`src/rtl/sync_fifo_if.sv`:
```
// Valid/ready handshake bundle between a producer, the sync_fifo and its consumer.
// The slave modport is the FIFO's view; the master modport is the view of the
// environment that feeds the FIFO and drains it.
interface sync_fifo_if #(
    parameter int WIDTH = 8
);
    logic             i_valid;
    logic [WIDTH-1:0] i_data;
    logic             o_ready;
    logic             o_valid;
    logic [WIDTH-1:0] o_data;
    logic             i_ready;

    modport slave (
        input  i_valid,
        input  i_data,
        input  i_ready,
        output o_ready,
        output o_valid,
        output o_data
    );

    modport master (
        output i_valid,
        output i_data,
        output i_ready,
        input  o_ready,
        input  o_valid,
        input  o_data
    );
endinterface

```
`src/rtl/sync_fifo.sv`:
```
// sync_fifo: show-ahead valid/ready FIFO that absorbs a delay line's output
// stream and decouples it from a consumer that may stall.
// All outputs decode from registered state only, so there is no combinational
// path from i_ready to o_ready or from i_valid to o_valid.
// Optional macro SYNC_FIFO_LEVEL_EN adds an o_level port equal to the occupancy.
module sync_fifo #(
    parameter int WIDTH = 8,
    parameter int DEPTH = 4
) (
    input  logic                     clk,
    input  logic                     rst,
    sync_fifo_if.slave               bus
`ifdef SYNC_FIFO_LEVEL_EN
    ,
    output logic [$clog2(DEPTH):0]   o_level
`endif
);
    localparam int AW = $clog2(DEPTH);
    localparam int CW = $clog2(DEPTH) + 1;

    logic [WIDTH-1:0] mem_q [DEPTH];
    logic [AW-1:0]    rd_ptr_q, rd_ptr_d;
    logic [AW-1:0]    wr_ptr_q, wr_ptr_d;
    logic [CW-1:0]    count_q, count_d;
    logic             push, pop;
    logic [DEPTH-1:0] wr_en;

    // Status and head word come straight from registered state.
    assign bus.o_valid = (count_q != '0);
    assign bus.o_ready = (count_q != CW'(DEPTH));
    assign bus.o_data  = mem_q[rd_ptr_q];

    assign push = bus.i_valid && bus.o_ready;
    assign pop  = bus.o_valid && bus.i_ready;

`ifdef SYNC_FIFO_LEVEL_EN
    assign o_level = count_q;
`endif

    // One write-enable per storage entry, selected by the write pointer.
    generate
        for (genvar gi = 0; gi < DEPTH; gi++) begin : g_wr_en
            assign wr_en[gi] = push && (wr_ptr_q == AW'(gi));
        end
    endgenerate

    // Next-state for pointers and occupancy; pointers wrap by natural overflow.
    always_comb begin
        rd_ptr_d = rd_ptr_q;
        wr_ptr_d = wr_ptr_q;
        count_d  = count_q;
        if (push) begin
            wr_ptr_d = wr_ptr_q + AW'(1);
        end
        if (pop) begin
            rd_ptr_d = rd_ptr_q + AW'(1);
        end
        if (push && !pop) begin
            count_d = count_q + CW'(1);
        end else if (pop && !push) begin
            count_d = count_q - CW'(1);
        end
    end

    // Control registers; reset discards any stored words regardless of handshakes.
    always_ff @(posedge clk) begin
        if (rst) begin
            rd_ptr_q <= '0;
            wr_ptr_q <= '0;
            count_q  <= '0;
        end else begin
            rd_ptr_q <= rd_ptr_d;
            wr_ptr_q <= wr_ptr_d;
            count_q  <= count_d;
        end
    end

    // Storage array; entries clear on reset so o_data reads zero when idle.
    always_ff @(posedge clk) begin
        for (int i = 0; i < DEPTH; i++) begin
            if (rst) begin
                mem_q[i] <= '0;
            end else if (wr_en[i]) begin
                mem_q[i] <= bus.i_data;
            end
        end
    end
endmodule

```
`src/flat_wrapper.sv`:
```
// flat-port wrapper written by rule: the top's interface ports become plain ports
module sync_fifo_flat 
#(
    parameter int WIDTH = 8,
    parameter int DEPTH = 4
)
  (clk, rst, bus_i_valid, bus_i_data, bus_i_ready, bus_o_ready, bus_o_valid, bus_o_data);
  sync_fifo_if #(.WIDTH(WIDTH)) bus_i ();
  input  logic clk;
  input  logic rst;
  input wire logic [$bits(bus_i.i_valid)-1:0] bus_i_valid;
  input wire logic [$bits(bus_i.i_data)-1:0] bus_i_data;
  input wire logic [$bits(bus_i.i_ready)-1:0] bus_i_ready;
  output wire logic [$bits(bus_i.o_ready)-1:0] bus_o_ready;
  output wire logic [$bits(bus_i.o_valid)-1:0] bus_o_valid;
  output wire logic [$bits(bus_i.o_data)-1:0] bus_o_data;
  assign bus_i.i_valid = bus_i_valid;
  assign bus_i.i_data = bus_i_data;
  assign bus_i.i_ready = bus_i_ready;
  assign bus_o_ready = bus_i.o_ready;
  assign bus_o_valid = bus_i.o_valid;
  assign bus_o_data = bus_i.o_data;
  sync_fifo #(.WIDTH(WIDTH), .DEPTH(DEPTH)) u_core (.clk(clk), .rst(rst), .bus(bus_i));
endmodule
```
`config.mk`:
```
export PLATFORM = sky130hd
export DESIGN_NAME = sync_fifo_flat
export DESIGN_NICKNAME = d
export VERILOG_FILES = /design/src/rtl/sync_fifo_if.sv /design/src/rtl/sync_fifo.sv /design/src/flat_wrapper.sv
export SDC_FILE = /design/constraint.sdc
export NUM_CORES = 1
export LEC_CHECK = 0
export ABC_AREA = 1
export ABC_CLOCK_PERIOD_IN_PS = 1550
export CAP_MARGIN = 40
export CORE_UTILIZATION = 49
export DETAILED_ROUTE_END_ITERATION = 12
export PLACE_DENSITY_LB_ADDON = 0.08
export SKIP_LAST_GASP = 1
export SLEW_MARGIN = 25
export SYNTH_ARGS = -nofsm -noshare
export SYNTH_HDL_FRONTEND = slang
export SYNTH_SLANG_ARGS = --single-unit
```
`constraint.sdc`:
```
create_clock -name clk -period 1.55 [get_ports clk]
set_input_delay 0.3875 -clock clk [delete_from_list [all_inputs] [get_ports clk]]
set_output_delay 0.3875 -clock clk [all_outputs]
set_load 0.01 [all_outputs]
```
==> flow_metrics.tcl <==
set metrics [dict create \
    cap_violations 0 \
    dieArea_sq_um 4150 \
    cts-hold-fix-buffers 0 \
    netlist-cell-type-count 22 \
    viasPerCell 4.95 \
    cts_made_buffers 5 \
    finalClockSkew_ns 0.00893 \
    synth_top_area_cell "edfxtp_1" \
    setup_slack_ns -0.0628 \
    diodes 0 \
    finalHoldViolations 0 \
    worstMarginPinSlew_ns 0.275 \
    power_density_nw_per_um2 1440 \
    worstPathRequired_ns 1.72 \
    port_buffers 21 \
    dp_hpwl_mm 2.75 \
    synth_top_area_share 0.503 \
    synth_area_sq_um 1910 \
    initial_core_util 0.518 \
    ant_nets 0 \
    violations "setup timing" \
    fin_tns_setup_ns -0.182 \
    crit_type "flop to flop" \
    yosysWarnings 0 \
    final_core_util 0.669 \
    core_region_area_sq_um 3690 \
    ys_seq_area_frac 0.598 \
    cts_max_path_buffers 2 \
    ir_drop_v 0.000859 \
    syn_avg_cell_area_sq_um 10.1 \
    setup_viol 7 \
    cts_sinks 41 \
    finalNetCount 256 \
    r2r_cells 12 \
    num_rows 22 \
    met3WireLength_um 177 \
    run_status "finished with violations" \
    cp.arrival_ns 1.79 \
    cp-start-kind "flop" \
    hold_depth 2 \
    clk_latency_ns 0.28 \
    fin_crit_sh 1.04 \
    clk_pin_slew_ns 0.07 \
    first_pass_iters 4 \
    grt_pass1_wl_mm 6.56 \
    antenna_found_initial 0 \
    drc 0 \
    fmax_ghz 0.620 \
    synth_nets 207 \
    clockRootBuffer "clkbuf_8" \
    crit_path_end_kind "flop" \
    top_layer "met4" \
    wl_met1_mm 1.60 \
    area_growth_pct 29.2 \
    maxSlewHeadroom 0.816 \
    grt-ovfl-total 0 \
    routed-wl-met2_mm 2.10 \
    die_h_um 64.4 \
    vias 1422 \
    yosys-top-cells-area "edfxtp_1 (50%), nor2_1 (11%), dfxtp_1 (9.4%)" \
    r2r_start "u_core.count_q[1]$_SDFFE_PP0P_" \
    cts_max_level 2 \
    cts_tree "done" \
    leakagePower_nw 1.04 \
    ys_ff_latch 41 \
    fin_crit_ns 1.61 \
    num_io_pins 22 \
    worstHoldStart "u_core.rd_ptr_q[0]$_SDFFE_PP0P_" \
    die_w_um 64.4 \
    grt_pass1_vias 1435 \
    hold_class "flop to flop" \
    gp_congestion 0.761 \
    drtIter0Drc 89 \
    wl_per_cell_um 13.7 \
    cp_max_fo 2 \
    cp-startpoint "u_core.count_q[1]$_SDFFE_PP0P_" \
    wirelength_mm 3.92 \
    synth_cells 189 \
    gr-usage-all-layers 0.216 \
    slew_viol_final 0 \
    grt_max_degree 17 \
    final_layout_size_suffix_gt1_frac 0.293 \
    rsz0062_at_grt "yes" \
]
[layout by cell type (no fill, tap or decap), types with 3 or more instances in the layout]
cell type and n:
edfxtp_1 32, ha_1 4, dfxtp_1 4, inv_1 19, o21ai_2 6, buf_2 10, nand2_1 11, buf_6 3
nand2_4 3, a21oi_1 3, o22ai_1 7, o21ai_1 12, nor2_1 56, buf_4 21, nand3_4 4, clkdlybuf4s50_1 9
dfxtp_2 3, nand3_1 3, o21ai_0 3, clkbuf_8 5
[power by group]
part	internal, mW	switching, mW	leakage [nW]
logic	0.633	0.772	0.590
registers	1.38	0.120	0.412
clock network	0.316	0.330	0.0422
total	2.33	1.22	1.04
[cells by family (layout without fill, tap and decap cells)]
group	count (synthesis)	count (layout)	synth area share
adder cells (fa/ha/maj)	6	6	0.0433
flip-flops	41	41	0.598
XOR/XNOR	1	1	0.00459
AND/OR/NAND/NOR	82	82	0.206
AO/OA/AOI/OAI	32	32	0.0891
buffers and inverters	27	77	0.0590
[Yosys cell counts (all sizes together)]
| cell type | number |
|---|---|
| o21ai | 21 |
| inv | 24 |
| edfxtp | 32 |
| nand2 | 15 |
| xor2 | 1 |
| dfxtp | 9 |
| a21oi | 3 |
| nand3b | 1 |
| ha | 5 |
| buf | 3 |
| nor2 | 58 |
| fa | 1 |
| nand3 | 8 |
| o22ai | 8 |
[final timing paths]
kind / slack [ns] / endpoint
worst max-delay path: -0.06 / u_core.count_q[2]$_SDFFE_PP0P_
worst min register to register: 0.50 / flop
worst min-delay path: 0.50 / flop
worst max register to register: -0.06 / u_core.count_q[2]$_SDFFE_PP0P_
[final cells by class]
cell class / count / area (sq um)
fill: 306 / 1220
sequential: 41 / 1150
multi-input combinational: 121 / 717
timing repair buffer: 45 / 349
inverter: 24 / 108
clock buffer: 7 / 76.3
tap: 48 / 60.1
clock inverter: 1 / 5.00
[through the flow]
step	hold slack [ns]	setup WS [ns]	power [mW]	cells	area [sq um]
3_5_place_dp	0.501	-0.529	2.89	274	2330
3_3_place_gp	0.482	-0.449	2.82	274	2330
5_1_grt	0.535	-0.164	3.78	287	2470
4_1_cts	0.504	-0.0741	3.54	286	2450
6_report	0.500	-0.0628	3.55	287	2470
2_1_floorplan	0.452	-0.0736	2.25	189	1930
[registers in the layout, indices dropped and copies added (netlist names), named ones only]
name	cells
u_core.mem_q	32
u_core.count_q	3
u_core.rd_ptr_q	2
u_core.wr_ptr_q	2
[repair_timing]
action | in CTS | in global routing
pin swaps | 20 | 11
buffers inserted | 4 | 1
gates resized for setup | 70 | 7
endpoints found under the setup margin | 12 | 11
[critical path, stage by stage (launching register included)]
cell and delay, ns:
dfxtp_2 0.34, nor2_4 0.14, nand2_2 0.10, nand2_4 0.10, ha_4 0.13, inv_2 0.04, fa_2 0.34, inv_1 0.06
nand2_1 0.05, nand3_2 0.08, nand2_1 0.05, nand2_1 0.05, nor2_1 0.04
[routing by layer]
layer / GRT usage / up-vias
li1: - / 726
met1: 0.247 / 661
met2: 0.388 / 31
met3: 0.0528 / 4
met4: 0.0806 / 0
met5: 0 / -
Power figures use the tool's default switching activity.
